**config.mk**
```make
export PLATFORM = sky130hd
export DESIGN_NAME = mux_scan_serializer
export DESIGN_NICKNAME = d
export VERILOG_FILES = /design/src/rtl/mux_scan_serializer_pkg.sv /design/src/rtl/mux_scan_serializer_bit_tick_divider.sv /design/src/rtl/mux_scan_serializer.sv
export SDC_FILE = /design/constraint.sdc
export NUM_CORES = 1
export LEC_CHECK = 0
export CAP_MARGIN = 30
export CORE_MARGIN = 4
export CORE_UTILIZATION = 41
export CTS_CLUSTER_DIAMETER = 200
export DETAILED_ROUTE_END_ITERATION = 10
export HOLD_SLACK_MARGIN = 0.06
export PLACE_DENSITY = 0.76
export SETUP_SLACK_MARGIN = 0.02
export SYNTH_ARGS = -nofsm -noshare
export SYNTH_HDL_FRONTEND = slang
export SYNTH_SLANG_ARGS = --single-unit
```
**constraint.sdc**
```tcl
create_clock -name clk -period 1.45 [get_ports clk]
set_input_delay 0.29 -clock clk [delete_from_list [all_inputs] [get_ports clk]]
set_output_delay 0.29 -clock clk [all_outputs]
set_load 0.01 [all_outputs]
```
**src/rtl/mux_scan_serializer_pkg.sv**
```systemverilog
// Shared widths, FSM encoding and select-order helpers for the mux scan serializer.
package mux_scan_pkg;

    localparam int DATA_W = 8;
    localparam int SEL_W  = 3;

    localparam logic [0:0] IDLE  = 1'b0;
    localparam logic [0:0] SHIFT = 1'b1;

    localparam logic [SEL_W-1:0] SEL_LO = 3'd0;
    localparam logic [SEL_W-1:0] SEL_HI = 3'd7;

    typedef struct packed {
        logic bit_val;
        logic valid;
        logic last;
    } ser_flags_t;

    function automatic logic [SEL_W-1:0] start_sel(input bit lsb_first);
        return lsb_first ? SEL_LO : SEL_HI;
    endfunction

    function automatic logic [SEL_W-1:0] end_sel(input bit lsb_first);
        return lsb_first ? SEL_HI : SEL_LO;
    endfunction

endpackage

```
**src/rtl/mux_scan_serializer_bit_tick_divider.sv**
```systemverilog
// Bit-period divider: tick marks the last cycle of each BIT_CYCLES-long serial bit.
module bit_tick_divider #(
    parameter int BIT_CYCLES = 1
) (
    input  logic clk,
    input  logic rst,
    input  logic clr,
    input  logic en,
    output logic tick
);

    localparam int CNT_W = $clog2(BIT_CYCLES + 1);
    localparam logic [CNT_W-1:0] CNT_LAST = CNT_W'(BIT_CYCLES - 1);

    logic [CNT_W-1:0] cnt_q, cnt_d;

    assign tick = en && (cnt_q == CNT_LAST);

    always_comb begin
        cnt_d = cnt_q;
        if (clr) begin
            cnt_d = '0;
        end else if (en) begin
            cnt_d = (cnt_q == CNT_LAST) ? '0 : cnt_q + CNT_W'(1);
        end
    end

    always_ff @(posedge clk or posedge rst) begin
        if (rst) begin
            cnt_q <= '0;
        end else begin
            cnt_q <= cnt_d;
        end
    end

endmodule

```
**src/rtl/mux_scan_serializer.sv**
```systemverilog
// Loads a byte onto an external 8:1 mux, scans its select through all positions
// and returns the sampled mux output as a registered serial stream.
module mux_scan_serializer
    import mux_scan_pkg::*;
#(
    parameter int BIT_CYCLES = 1,
    parameter bit LSB_FIRST  = 1'b1
) (
    input  logic              clk,
    input  logic              rst,
    input  logic              load_valid,
    output logic              load_ready,
    input  logic [DATA_W-1:0] load_data,
    input  logic              abort,
    output logic [DATA_W-1:0] mux_data_in,
    output logic [SEL_W-1:0]  mux_sel,
    input  logic              mux_bit,
    output logic              ser_out,
    output logic              ser_valid,
    output logic              ser_last,
    output logic              busy
);

    localparam logic [SEL_W-1:0] START_SEL = start_sel(LSB_FIRST);
    localparam logic [SEL_W-1:0] END_SEL   = end_sel(LSB_FIRST);
    localparam logic [2:0]       LAST_BIT  = 3'd7;

    logic [0:0]        state_q, state_d;
    logic [DATA_W-1:0] data_q, data_d;
    logic [SEL_W-1:0]  sel_q, sel_d;
    logic [2:0]        bitcnt_q, bitcnt_d;
    ser_flags_t        ser_q, ser_d;

    logic div_clr, div_en, tick;

    // Divider is held cleared outside SHIFT and on abort, so every frame starts a fresh bit period.
    assign div_clr = (state_q == IDLE) || abort;
    assign div_en  = (state_q == SHIFT) && !abort;

    bit_tick_divider #(
        .BIT_CYCLES(BIT_CYCLES)
    ) u_div (
        .clk (clk),
        .rst (rst),
        .clr (div_clr),
        .en  (div_en),
        .tick(tick)
    );

    always_comb begin
        state_d     = state_q;
        data_d      = data_q;
        sel_d       = sel_q;
        bitcnt_d    = bitcnt_q;
        ser_d       = ser_q;
        ser_d.valid = 1'b0;
        ser_d.last  = 1'b0;

        if (state_q == IDLE) begin
            if (load_valid) begin
                data_d   = load_data;
                sel_d    = START_SEL;
                bitcnt_d = '0;
                state_d  = SHIFT;
            end
        end else begin
            if (abort) begin
                state_d  = IDLE;
                bitcnt_d = '0;
                sel_d    = START_SEL;
            end else if (tick) begin
                ser_d.bit_val = mux_bit;
                ser_d.valid   = 1'b1;
                ser_d.last    = (bitcnt_q == LAST_BIT);
                bitcnt_d      = bitcnt_q + 3'd1;
                // After the eighth sample the select parks at the start index instead of wrapping.
                if (bitcnt_q == LAST_BIT) begin
                    state_d = IDLE;
                    sel_d   = START_SEL;
                end else if (sel_q != END_SEL) begin
                    sel_d = LSB_FIRST ? sel_q + 3'd1 : sel_q - 3'd1;
                end
            end
        end
    end

    always_ff @(posedge clk or posedge rst) begin
        if (rst) begin
            state_q  <= IDLE;
            data_q   <= '0;
            sel_q    <= START_SEL;
            bitcnt_q <= '0;
            ser_q    <= '0;
        end else begin
            state_q  <= state_d;
            data_q   <= data_d;
            sel_q    <= sel_d;
            bitcnt_q <= bitcnt_d;
            ser_q    <= ser_d;
        end
    end

    assign load_ready  = (state_q == IDLE);
    assign busy        = (state_q == SHIFT);
    assign mux_data_in = data_q;
    assign mux_sel     = sel_q;
    assign ser_out     = ser_q.bit_val;
    assign ser_valid   = ser_q.valid;
    assign ser_last    = ser_q.last;

endmodule

```
==> flow_summary.ini, run 1 <==
[outcome]
status = finished clean

[sta]
tightest_slew_ns = 0.2274
skew_ns = 0.002736
setup_viol = 0
relSlewSlack_pct = 84.84
rsz0062_at_grt = false
fin_crit_sh_pct = 95.63
timing.fmax_mhz = 721.1
finalHoldViolCount = 0
slew_violations = 0
period_minus_slack_ns = 1.387

[cts]
clk_latency_ns = 0.28
cts_root_buf = clkbuf_4
cts-hold-fix-buffers = 0
clockBufferDepth = 2
cts_tree = done
cts_made_buffers = 3
clk_pin_slew_ns = 0.09
cts-htree-levels = 1
cts_sinks = 18

[worst_setup_path]
r2r-start = bitcnt_q[0]
worst-path-stages = 5
critPathMaxFanout = 3
cp_top_family = flip-flops
rrSetupSlack_ns = 0.06
r2r_end = mux_sel[0]
start_kind = register
r2r_cells = 5
end_kind = register
crit_path_end = mux_sel[0]
cp_common_cell = ha_1
critPathLaunch = bitcnt_q[0]
crit_slowest_cell = dfrtp_1
cp_cell_sequence = ha_1 > ha_1 > inv_1 > a31o_1 > mux2_4
critPathRequiredTime_ns = 1.62
cp.arrival_ns = 1.56
max_stage_delay_ns = 0.38
cp.buffers_inverters = 1
crit_type = register to register

[synth]
syn_inst = 53
synth_cell_types = 17
ys_seq_elements = 18
syn_nets = 71
postSynthAreaPerCell_um2 = 13.95
syn_area_um2 = 739.5
yosysWarnings = 0
yosysSeqAreaShare_pct = 60.91

[global_routing]
grt_overflow = 0
groute.usage.overall_pct = 11.78
antenna_found_initial = 0
grt_first_pass_wirelength_um = 2283
grt_max_degree = 19
grt_pass1_vias = 505

[floorplanning]
core_mm2 = 0.001727
start_util_pct = 42.83
io-pin-count = 29
die-area_mm2 = 0.002547
row_count = 15
floorplan.die.width_um = 50.47
die_h_um = 50.47

[detailed_routing]
routedWlPerCell_um = 12.54
drtAntennaViolNets = 0
drtPass1Iterations = 1
wl_um = 1455
routed_via_density = 4.457
via_count = 517
drc = 0
drtIter0Drc = 0

[power]
power_uw = 1201
power.density_mw_per_mm2 = 1076
ir_worst_vdd_mv = 0.6256
leakagePower_uw = 0.0005738

[placement]
dp.cells = 111
dp_hpwl_um = 1130
gp_congestion = 0.6649
io_buffers = 28

[finish]
final_cells = 116
fill_cells = 152
area_delta_synth_final_pct = 50.93
drive_gt1_share_pct = 26.37
diodes = 0
nets = 111

[run]
cap_violations = 0

[min_path]
hold_path.class = input pin to asynchronous set/reset pin
[flip-flops by register name (all words and copies together) (netlist names)]
register / flops
bitcnt_q: 3
busy: 1
mux_data_in: 8
mux_sel: 3
ser_last: 1
ser_out: 1
ser_valid: 1
[worst min-delay path by stage]
| stage | startpoint | end | slack, ns | cells past startpoint |
|---|---|---|---|---|
| floorplan | rst | bitcnt_q[0] | 0.23 | 1 |
| global route | rst | ser_out | 0.38 | 3 |
| global placement | ser_out | ser_out | 0.46 | 2 |
| finish | rst | bitcnt_q[2] | 0.33 | 3 |
| detailed placement | ser_out | ser_out | 0.46 | 2 |
| CTS | rst | mux_data_in[3] | 0.33 | 3 |
[synthesized netlist by cell type]
library cell	instances	area share [%]
mux2_4	1	2.0
dfrtp_1	18	61
nor3_1	1	0.68
inv_2	1	0.51
mux2_2	8	12
nand2b_2	1	1.2
o21bai_1	1	1.0
and2_1	1	0.85
nor2b_1	1	0.85
nand2_1	4	2.0
o21ai_0	1	0.68
inv_1	3	1.5
a31o_1	1	1.2
ha_1	5	8.5
a22o_1	4	4.7
buf_2	1	0.68
nor2_1	1	0.51
[logic make-up (layout without fill, tap and decap cells)]
kind of cell / count (synthesis) / count (layout) / synth area share [%]
and+or+nand+nor: 9 / 9 / 6.091
muxes: 9 / 9 / 14.21
buffers and inverters: 5 / 43 / 2.706
AOI/OAI and AO/OA: 7 / 7 / 7.614
adders and majority gates: 5 / 5 / 8.460
DFF: 18 / 18 / 60.91
[layout make-up]
class	count	area [µm²]	area share (%)
multi-input combinational	30	276.5	24.78
sequential	18	450.4	40.36
tap	25	31.28	2.803
timing repair buffer	36	320.3	28.70
inverter	4	15.01	1.345
clock buffer	3	22.52	2.018
[layout by cell type (no fill, tap or decap)]
cell type         n
nor2_1            1
buf_4             8
clkbuf_4          3
o21bai_1          1
inv_2             1
clkdlybuf4s50_1  12
ha_1              4
a31o_1            1
nor3_2            1
inv_1             3
and2_1            1
nand2_1           4
mux2_4            1
a22o_1            4
dlygate4sd2_1    16
o21ai_0           1
mux2_2            8
dfrtp_1          18
nand2b_2          1
ha_2              1
nor2b_1           1
[power breakdown]
part / internal, µW / switching (µW) / leakage [µW]
registers: 582 / 39.4 / 0.000226
logic: 204 / 145 / 0.000334
clock network: 96.1 / 135 / 0.0000138
[per-layer routing]
| layer | global-route usage [%] | share of wire [%] | up-vias |
|---|---|---|---|
| li1 | - | - | 259 |
| met1 | 13.90 | 41 | 246 |
| met2 | 21.09 | 53 | 10 |
| met3 | 2.374 | 4.7 | 2 |
| met4 | 4.036 | 1.0 | 0 |
| met5 | 0 | 0 | - |
[what timing repair did]
item                                    CTS  global route
endpoints found under the setup margin   16             3
gates resized for setup                  16             2
setup buffers                             1             1
[tightest hold or removal path, cell delays in order]
cell	delay [ns]
clkdlybuf4s50_1	0.40
inv_1	0.05
buf_4	0.24
[per-stage QoR]
stage          setup slack [ns]  setup TNS (ns)  util [%]  area, µm²  hold WS [ns]
2_1_floorplan           0.07879               0         -      739.5        0.2286
5_1_grt                0.006226               0     64.64       1116        0.3818
3_3_place_gp           -0.09114         -0.8036     63.19       1091        0.4555
3_5_place_dp            -0.1123         -0.9672     63.19       1091        0.4629
4_1_cts                 0.05291               0     63.77       1101        0.3322
6_report                0.06332               0     64.64       1116        0.3328
Power figures use the tool's default switching activity.
==> inputs of run 2 (changes only) <==
- HOLD_SLACK_MARGIN: 0.06 -> 0.05
==> results of run 2 <==
Same layout as run 1: the final DEF is identical, and so are final timing and power.
